--- src/rtl/cpu_bus_arbiter.sv ---
// Arbitrates the CPU instruction and data buses onto one shared memory bus, with a watchdog.
// Optional per-side grant and contention counters are enabled by CPU_BUS_ARBITER_STATS_EN.
module cpu_bus_arbiter #(
    parameter int unsigned PRIORITY = 0,
    parameter int unsigned TIMEOUT  = 1024,
    parameter int unsigned TW       = 16
) (
    input  logic        i_clock,
    input  logic        i_reset,
    input  logic        i_ibus_request,
    output logic        o_ibus_ready,
    input  logic [31:0] i_ibus_address,
    output logic [31:0] o_ibus_rdata,
    input  logic        i_dbus_rw,
    input  logic        i_dbus_request,
    output logic        o_dbus_ready,
    input  logic [31:0] i_dbus_address,
    output logic [31:0] o_dbus_rdata,
    input  logic [31:0] i_dbus_wdata,
    input  logic [3:0]  i_dbus_wmask,
    output logic        o_bus_rw,
    output logic        o_bus_request,
    input  logic        i_bus_ready,
    output logic [31:0] o_bus_address,
    input  logic [31:0] i_bus_rdata,
    output logic [31:0] o_bus_wdata,
    output logic [3:0]  o_bus_wmask,
    output logic        o_fault,
    output logic [1:0]  o_grant
`ifdef CPU_BUS_ARBITER_STATS_EN
    ,
    output logic [31:0] o_stat_igrants,
    output logic [31:0] o_stat_dgrants,
    output logic [31:0] o_stat_contention
`endif
);

    typedef enum logic [1:0] {StIdle, StGrantI, StGrantD, StDone} state_e;

    state_e       state_q, state_d;
    logic         bus_request_q, bus_request_d;
    logic         bus_rw_q, bus_rw_d;
    logic [31:0]  bus_address_q, bus_address_d;
    logic [31:0]  bus_wdata_q, bus_wdata_d;
    logic [3:0]   bus_wmask_q, bus_wmask_d;
    logic         ibus_ready_q, ibus_ready_d;
    logic         dbus_ready_q, dbus_ready_d;
    logic [31:0]  ibus_rdata_q, ibus_rdata_d;
    logic [31:0]  dbus_rdata_q, dbus_rdata_d;
    logic         fault_q, fault_d;
    logic [TW-1:0] tcnt_q, tcnt_d;
    // 1: dbus wins the next tie under round-robin.
    logic         rr_q, rr_d;
    logic         pick_dbus;
    logic         timeout_hit;
    logic [31:0]  done_rdata;

    assign timeout_hit = (TIMEOUT != 0) && (tcnt_q == TW'(TIMEOUT - 1));
    assign done_rdata  = i_bus_ready ? i_bus_rdata : 32'h0;

    always_comb begin
        state_d       = state_q;
        bus_request_d = bus_request_q;
        bus_rw_d      = bus_rw_q;
        bus_address_d = bus_address_q;
        bus_wdata_d   = bus_wdata_q;
        bus_wmask_d   = bus_wmask_q;
        ibus_ready_d  = 1'b0;
        dbus_ready_d  = 1'b0;
        ibus_rdata_d  = ibus_rdata_q;
        dbus_rdata_d  = dbus_rdata_q;
        fault_d       = fault_q;
        tcnt_d        = tcnt_q;
        rr_d          = rr_q;
        pick_dbus     = 1'b0;
        unique case (state_q)
            StIdle: begin
                if (i_ibus_request && i_dbus_request) begin
                    pick_dbus = (PRIORITY != 0) ? 1'b1 : rr_q;
                end else begin
                    pick_dbus = i_dbus_request;
                end
                if (i_ibus_request || i_dbus_request) begin
                    bus_request_d = 1'b1;
                    tcnt_d        = '0;
                    rr_d          = ~pick_dbus;
                    if (pick_dbus) begin
                        state_d       = StGrantD;
                        bus_rw_d      = i_dbus_rw;
                        bus_address_d = i_dbus_address;
                        bus_wdata_d   = i_dbus_wdata;
                        bus_wmask_d   = i_dbus_wmask;
                    end else begin
                        state_d       = StGrantI;
                        bus_rw_d      = 1'b0;
                        bus_address_d = i_ibus_address;
                        bus_wdata_d   = 32'h0;
                        bus_wmask_d   = 4'h0;
                    end
                end
            end
            StGrantI, StGrantD: begin
                // A watchdog abort completes like a normal transfer but returns zero data.
                if (i_bus_ready || timeout_hit) begin
                    bus_request_d = 1'b0;
                    state_d       = StDone;
                    if (!i_bus_ready) begin
                        fault_d = 1'b1;
                    end
                    if (state_q == StGrantD) begin
                        dbus_ready_d = 1'b1;
                        dbus_rdata_d = done_rdata;
                    end else begin
                        ibus_ready_d = 1'b1;
                        ibus_rdata_d = done_rdata;
                    end
                end else begin
                    tcnt_d = tcnt_q + 1'b1;
                end
            end
            StDone:  state_d = StIdle;
            default: state_d = StIdle;
        endcase
    end

    always_ff @(posedge i_clock or negedge i_reset) begin
        if (!i_reset) begin
            state_q       <= StIdle;
            bus_request_q <= 1'b0;
            bus_rw_q      <= 1'b0;
            bus_address_q <= 32'h0;
            bus_wdata_q   <= 32'h0;
            bus_wmask_q   <= 4'h0;
            ibus_ready_q  <= 1'b0;
            dbus_ready_q  <= 1'b0;
            ibus_rdata_q  <= 32'h0;
            dbus_rdata_q  <= 32'h0;
            fault_q       <= 1'b0;
            tcnt_q        <= '0;
            rr_q          <= 1'b1;
        end else begin
            state_q       <= state_d;
            bus_request_q <= bus_request_d;
            bus_rw_q      <= bus_rw_d;
            bus_address_q <= bus_address_d;
            bus_wdata_q   <= bus_wdata_d;
            bus_wmask_q   <= bus_wmask_d;
            ibus_ready_q  <= ibus_ready_d;
            dbus_ready_q  <= dbus_ready_d;
            ibus_rdata_q  <= ibus_rdata_d;
            dbus_rdata_q  <= dbus_rdata_d;
            fault_q       <= fault_d;
            tcnt_q        <= tcnt_d;
            rr_q          <= rr_d;
        end
    end

    assign o_bus_request = bus_request_q;
    assign o_bus_rw      = bus_rw_q;
    assign o_bus_address = bus_address_q;
    assign o_bus_wdata   = bus_wdata_q;
    assign o_bus_wmask   = bus_wmask_q;
    assign o_ibus_ready  = ibus_ready_q;
    assign o_dbus_ready  = dbus_ready_q;
    assign o_ibus_rdata  = ibus_rdata_q;
    assign o_dbus_rdata  = dbus_rdata_q;
    assign o_fault       = fault_q;
    assign o_grant       = (state_q == StGrantI) ? 2'b01 :
                           (state_q == StGrantD) ? 2'b10 : 2'b00;

`ifdef CPU_BUS_ARBITER_STATS_EN
    logic [31:0] stat_ig_q, stat_ig_d;
    logic [31:0] stat_dg_q, stat_dg_d;
    logic [31:0] stat_ct_q, stat_ct_d;

    always_comb begin
        stat_ig_d = stat_ig_q;
        stat_dg_d = stat_dg_q;
        stat_ct_d = stat_ct_q;
        if (state_d == StGrantI && state_q == StIdle && stat_ig_q != 32'hFFFF_FFFF) begin
            stat_ig_d = stat_ig_q + 32'd1;
        end
        if (state_d == StGrantD && state_q == StIdle && stat_dg_q != 32'hFFFF_FFFF) begin
            stat_dg_d = stat_dg_q + 32'd1;
        end
        if (state_q == StIdle && i_ibus_request && i_dbus_request &&
            stat_ct_q != 32'hFFFF_FFFF) begin
            stat_ct_d = stat_ct_q + 32'd1;
        end
    end

    always_ff @(posedge i_clock or negedge i_reset) begin
        if (!i_reset) begin
            stat_ig_q <= 32'h0;
            stat_dg_q <= 32'h0;
            stat_ct_q <= 32'h0;
        end else begin
            stat_ig_q <= stat_ig_d;
            stat_dg_q <= stat_dg_d;
            stat_ct_q <= stat_ct_d;
        end
    end

    assign o_stat_igrants    = stat_ig_q;
    assign o_stat_dgrants    = stat_dg_q;
    assign o_stat_contention = stat_ct_q;
`endif

endmodule

--- config.mk ---
export PLATFORM = sky130hd
export DESIGN_NAME = cpu_bus_arbiter
export DESIGN_NICKNAME = d
export VERILOG_FILES = /design/src/rtl/cpu_bus_arbiter.sv
export SDC_FILE = /design/constraint.sdc
export NUM_CORES = 1
export LEC_CHECK = 0
export CAP_MARGIN = 10
export CELL_PAD_IN_SITES_DETAIL_PLACEMENT = 1
export CELL_PAD_IN_SITES_GLOBAL_PLACEMENT = 1
export CORE_MARGIN = 1.5
export CORE_UTILIZATION = 32
export CTS_CLUSTER_SIZE = 20
export DETAILED_ROUTE_END_ITERATION = 10
export MAX_ROUTING_LAYER = met4
export PLACE_DENSITY_LB_ADDON = 0.08
export RECOVER_POWER = 100
export SLEW_MARGIN = 5
export SYNTH_ARGS = -nofsm -noshare
export SYNTH_HDL_FRONTEND = slang
export SYNTH_SLANG_ARGS = --single-unit
--- constraint.sdc ---
create_clock -name i_clock -period 3.2 [get_ports i_clock]
set_input_delay 0.32 -clock i_clock [delete_from_list [all_inputs] [get_ports i_clock]]
set_output_delay 0.32 -clock i_clock [all_outputs]
set_load 0.03 [all_outputs]
======== Word level (Yosys, flattened, before mapping) ========
Index checks and enable logic that the tools add are counted.
W data, S select, Z words.
word-level totals
  bits in registers ....................... 156
  bits in latches ......................... 0
  memory bits (writable) .................. 0
  memory bits (read-only) ................. 0
  bits of input ports ..................... 138
  output and inout bits ................... 139
  memories kept ........................... 0
operators by class
  add/subtract/negate cells ............... 1
  multipliers ............................. 0
  div/mod/pow operators ................... 0
  magnitude comparators ................... 0
  equality and inequality tests ........... 7
  shift-type cells ........................ 0
  mux-type cells .......................... 25
  bitwise logic cells ..................... 3
  reduce and logical (&&, ||, !) cells .... 13
operator list
  operator                 number
  $mux W32                 3
  $mux W16                 2
  $pmux W16 S2             1
  $add A16 B1 Y16 const B  1
  $eq A16 B10 Y1 const B   1
  $reduce_and A3 Y1        5
  $mux W1                  11
  $mux W2                  5
  $ne A2 B2 Y1 const B     3
  $pmux W2 S3              1
  $eq A2 B2 Y1 const B     2
  $mux W4                  1
  $reduce_and A2 Y1        2
  $not A1 Y1               3
  $eq A2 B1 Y1 const B     1
  $logic_not A2 Y1         1
  $logic_or A1 B1 Y1       2
  $pmux W1 S2              1
  $reduce_bool A2 Y1       1
  $reduce_or A2 Y1         1
  $logic_and A1 B1 Y1      1

======== Depth between registers and ports, before layout ========
  depth in word-level cells ............... 6
  depth in mapped cells ................... 8
  mapped depth without buffers ............ 6

======== Worst setup path after synthesis ========
OpenSTA, ideal clock, no wires.
  kind .................................... register -> register
  start point ............................. register tcnt_q[12]
  end point ............................... register ibus_rdata_q[10] (netlist: o_ibus_rdata[10])
  arrival ................................. 2.463 ns
  data required time ...................... 3.121 ns
  slack ................................... 0.658 ns
  stages on the path, launching flop included .. 7
  path buffers ............................ 2
  clock period less this slack ............ 2.542 ns
  cells stage by stage .................... dfrtp_1 or4_1 or4_1 buf_6 a211oi_4 buf_8 mux2i_1
between the ends
  cells in the longest elaborated chain, start to end .. 3
ends and longest elaborated chain
  what                                RTL line  RTL
  start, declared                     51        logic [TW-1:0] tcnt_q, tcnt_d;
  start signal, assigned              153       tcnt_q <= tcnt_d;
  $eq A16 B10 Y1                      58        assign timeout_hit = (TIMEOUT != 0) && (tcnt_q == TW'(TIMEOUT - 1));
  $logic_or A1 B1 Y1                  104       if (i_bus_ready || timeout_hit) begin
  $reduce_and A3 Y1 (no source line)  -
  end signal, assigned                150       ibus_rdata_q <= ibus_rdata_d;
  end, declared                       48        logic [31:0] ibus_rdata_q, ibus_rdata_d;
No other way between the ends.
A chain may end at the register's enable or synchronous reset.

======== Final worst setup path ========
  start point ............................. register tcnt_q[12]
  end point ............................... register state_q[0]
between the ends
  cells in the longest elaborated chain, start to end .. 4
ends and longest elaborated chain
  what                                RTL line  RTL
  $eq A16 B10 Y1                      58
  $logic_or A1 B1 Y1                  104
  $ne A2 B2 Y1 (no source line)       -
  $reduce_and A2 Y1 (no source line)  -
  end signal, assigned                128       state_q <= StIdle;
  end signal, assigned                142       state_q <= state_d;
  end, declared                       40        state_e state_q, state_d;
No other way between the ends.

==> metrics.log <==
[metrics] run status: finished, violations left
[metrics] failing checks: capacitance limit, slew limit
[metrics] final HPWL from detailed placement: ~16000 µm
[metrics] Power Dens Cells: between 1000 and 1500 nW/µm²
[metrics] most used cells in the layout excluding fill and tap cells: 155 x sky130_fd_sc_hd__dfrtp_1, 139 x sky130_fd_sc_hd__dlygate4sd3_1, 136 x sky130_fd_sc_hd__clkdlybuf4s50_1, 107 x sky130_fd_sc_hd__nand2_1, 76 x sky130_fd_sc_hd__inv_1
[metrics] hold-fix buffer count after cts: 0
[metrics] commonest non-fill, non-tap cell in the layout: sky130_fd_sc_hd__dfrtp_1
[metrics] class of the tightest hold or removal check: reg2reg
[metrics] final worst-path cycle share: 0.901
[metrics] clock tree skew after final layout: approximately 0.013 ns
[metrics] summed instance area of the synthesized netlist: slightly below 7000 µm²
[metrics] number of vias in the routed layout: 5761
[metrics] final hold violation count: 0
[metrics] count of port buffers added during placement: about 280
[metrics] number of remaining DRC errors: 0
[metrics] clock slew at the register clock pins of the worst setup and hold paths: ~0.060 ns
[metrics] area delta synth->final: 53.7%
[metrics] fraction of layout cells with a size suffix above 1: 0.0562
[metrics] first-pass iteration count of the detailed router: 5
[metrics] overall die area: ~22000 µm²
[metrics] maximum vdd ir drop: 0.346 mV
[metrics] synthesized area per cell: around 11 µm²
[metrics] Max Fanout on Critical Path: 18
[metrics] top cells by area in the synthesized netlist: sky130_fd_sc_hd__dfrtp_1 57%, sky130_fd_sc_hd__mux2i_1 9.9%, sky130_fd_sc_hd__nand2_1 5.9%
[metrics] global-route wire length before repair: roughly 34000 µm
[metrics] worst slew margin relative to its limit: -0.579
[metrics] TritonCTS Buffers: 17
[metrics] starting density of the core: 0.324
[metrics] clock insertion delay at the later pin of the skew report: 0.43 ns
[metrics] TritonCTS clock tree: yes
[metrics] Layout Nets: roughly 1000
[metrics] residual overflow from global routing: 0
[metrics] data required time at the worst endpoint: approximately 3.5 ns
[metrics] number of DRC markers in iteration 0: approximately 170
[metrics] setup fix buffers added after clock tree synthesis: 0
[metrics] number of flops mapped to enable cells by yosys: 0
[metrics] count of final setup violators: 0
[metrics] share of synthesized area occupied by flip-flops and latches: 0.577
[metrics] clock root buffer master: sky130_fd_sc_hd__clkbuf_16
[metrics] portion of synthesized cell area occupied by the leading cell type: 0.573
[metrics] net count after synthesis: 765
[metrics] die span in y: between 100 and 150 µm
[metrics] classification of the worst setup path: reg2reg
[metrics] maximum clock insertion buffer count: 2
[metrics] final antenna diode count: 0
[metrics] TritonCTS Sinks: between 150 and 200
[metrics] number of top-level pins: ~280
[metrics] initial antenna violation count: 0
[metrics] Critical Path Sink Type: flip-flop
[metrics] Global Route Usage Sum: 0.205
[metrics] register-to-register setup slack: between 0.3 and 0.4 ns
[metrics] transition time at the pin with the least slew margin: 2.37 ns
[metrics] reported leakage power: 4.77 nW
[metrics] largest net degree at the start of global routing: 93
[metrics] Sequential Area: 3910 µm²
[metrics] global placement routability congestion: 0.800
[metrics] final period demand of the worst path: roughly 2.9 ns
[metrics] number of unique standard cell types used by synthesis: 47
[metrics] Die Width: 148 µm
[metrics] Max Freq: roughly 350 MHz
[metrics] remaining antenna violation count: 0
[metrics] placeable core region: 20900 µm²
[metrics] number of placement rows: 53
[metrics] gate count after technology mapping: around 620
[metrics] number of levels in the clock H-tree: 4
[metrics] number of warnings reported in the yosys synthesis log: 0
[metrics] post-synthesis register bit count: 156
[metrics] via density per instance: 4.87
[metrics] area of the multi-input gates: ~2400 µm²
[metrics] post-cts sizing count: 0
[metrics] unrepaired setup endpoints after global routing: false
[metrics] worst slack on hold paths: 0.459 ns
[metrics] final WL: 21300 µm
[metrics] number of cells on the worst hold path: 2
[metrics] overall power: 10.8 mW
[metrics] count of final max-slew check failures: 92
[metrics] number of violations of the max-capacitance limit: 1
[metrics] FF-to-FF path depth: 5
[metrics] worst endpoint data arrival time: between 3 and 4 ns
[metrics] number of global-route vias before repair: 6307
[metrics] wire per inst: about 18 µm
[metrics] largest area contributor in the netlist: sky130_fd_sc_hd__dfrtp_1
[metrics] ys async rst share: 1.00
[metrics] nature of the critical path startpoint: flip-flop
[metrics] summed negative setup slack over all endpoints: 0 ns
[metrics] Fillers: about 2300
[metrics] most used flip-flop cell after synthesis: sky130_fd_sc_hd__dfrtp_1
[routing by layer]
layer / up-vias / track usage / part of all wire
li1: 2686 / - / -
met1: 2829 / 0.237 / 0.41
met2: 223 / 0.333 / 0.49
met3: 23 / 0.0696 / 0.085
met4: 0 / 0.0713 / 0.018
met5: - / - / 0
[registers in the layout, indices dropped and copies added (netlist names)]
name           flops
o_bus_address     32
o_bus_wdata       32
o_dbus_rdata      32
o_ibus_rdata      32
tcnt_q            16
o_bus_wmask        4
state_q            2
o_bus_request      1
o_bus_rw           1
o_dbus_ready       1
o_fault            1
o_ibus_ready       1
rr_q               1
[report_power, final]
group / switching, mW / leakage, nW / internal, mW
Combinational: 3.30 / 2.48 / 2.04
Sequential: 0.549 / 1.99 / 2.85
Clock: 0.895 / 0.299 / 1.20
[path summary, 6_finish.rpt]
path	end	startpoint
setup / recovery	state_q[0]	tcnt_q[12]
hold reg to reg	o_bus_address[4]	o_bus_address[4]
hold / removal	o_bus_address[4]	o_bus_address[4]
max in group asynchronous	o_ibus_rdata[27]	i_reset
min in group asynchronous	o_ibus_rdata[14]	i_reset
setup reg to reg	state_q[0]	tcnt_q[12]
[cell type report]
class | instances | share of cell area
clock inverter | 14 | 0.0165
tap | 275 | 0.0331
multi-input combinational | 352 | 0.230
timing repair buffer | 290 | 0.275
inverter | 77 | 0.0278
sequential | 156 | 0.375
clock buffer | 18 | 0.0422
[Yosys cell counts (all sizes together), types with 6 or more instances]
| master | instances |
|---|---|
| a22o | 37 |
| a22oi | 32 |
| buf | 8 |
| clkbuf | 29 |
| dfrtp | 155 |
| inv | 76 |
| mux2i | 67 |
| nand2 | 107 |
| nand3 | 14 |
| nand4 | 10 |
| nor2 | 9 |
| nor3 | 10 |
| o221ai | 6 |
[kinds of logic (layout without fill, tap and decap cells)]
kind of cell    after synthesis  after routing  synth area share
compound gates              103            103             0.123
flops                       156            156             0.577
buf+inv                     114            399            0.0700
simple gates                176            176             0.120
mux                          68             68             0.101
fa+ha+maj                     5              5           0.00924
[critical path: stages, from the launching register on]
cell and delay, ns:
sky130_fd_sc_hd__dfrtp_1 0.42, sky130_fd_sc_hd__or4_1 0.57, sky130_fd_sc_hd__or4_1 0.62, sky130_fd_sc_hd__clkbuf_1 0.39, sky130_fd_sc_hd__a31oi_1 0.39, sky130_fd_sc_hd__mux2_2 0.37
[stage by stage]
step	utilization	setup WS, ns	instances	instance area, µm²
after global routing	0.498	0.166	1182	10400
final	0.498	0.317	1182	10400
after global placement	0.471	0.592	1149	9850
after floorplan	-	0.658	622	6770
after detailed placement	0.471	0.500	1149	9850
after CTS	0.501	0.467	1181	10500
No activity file was read; power rests on OpenSTA's default activity.
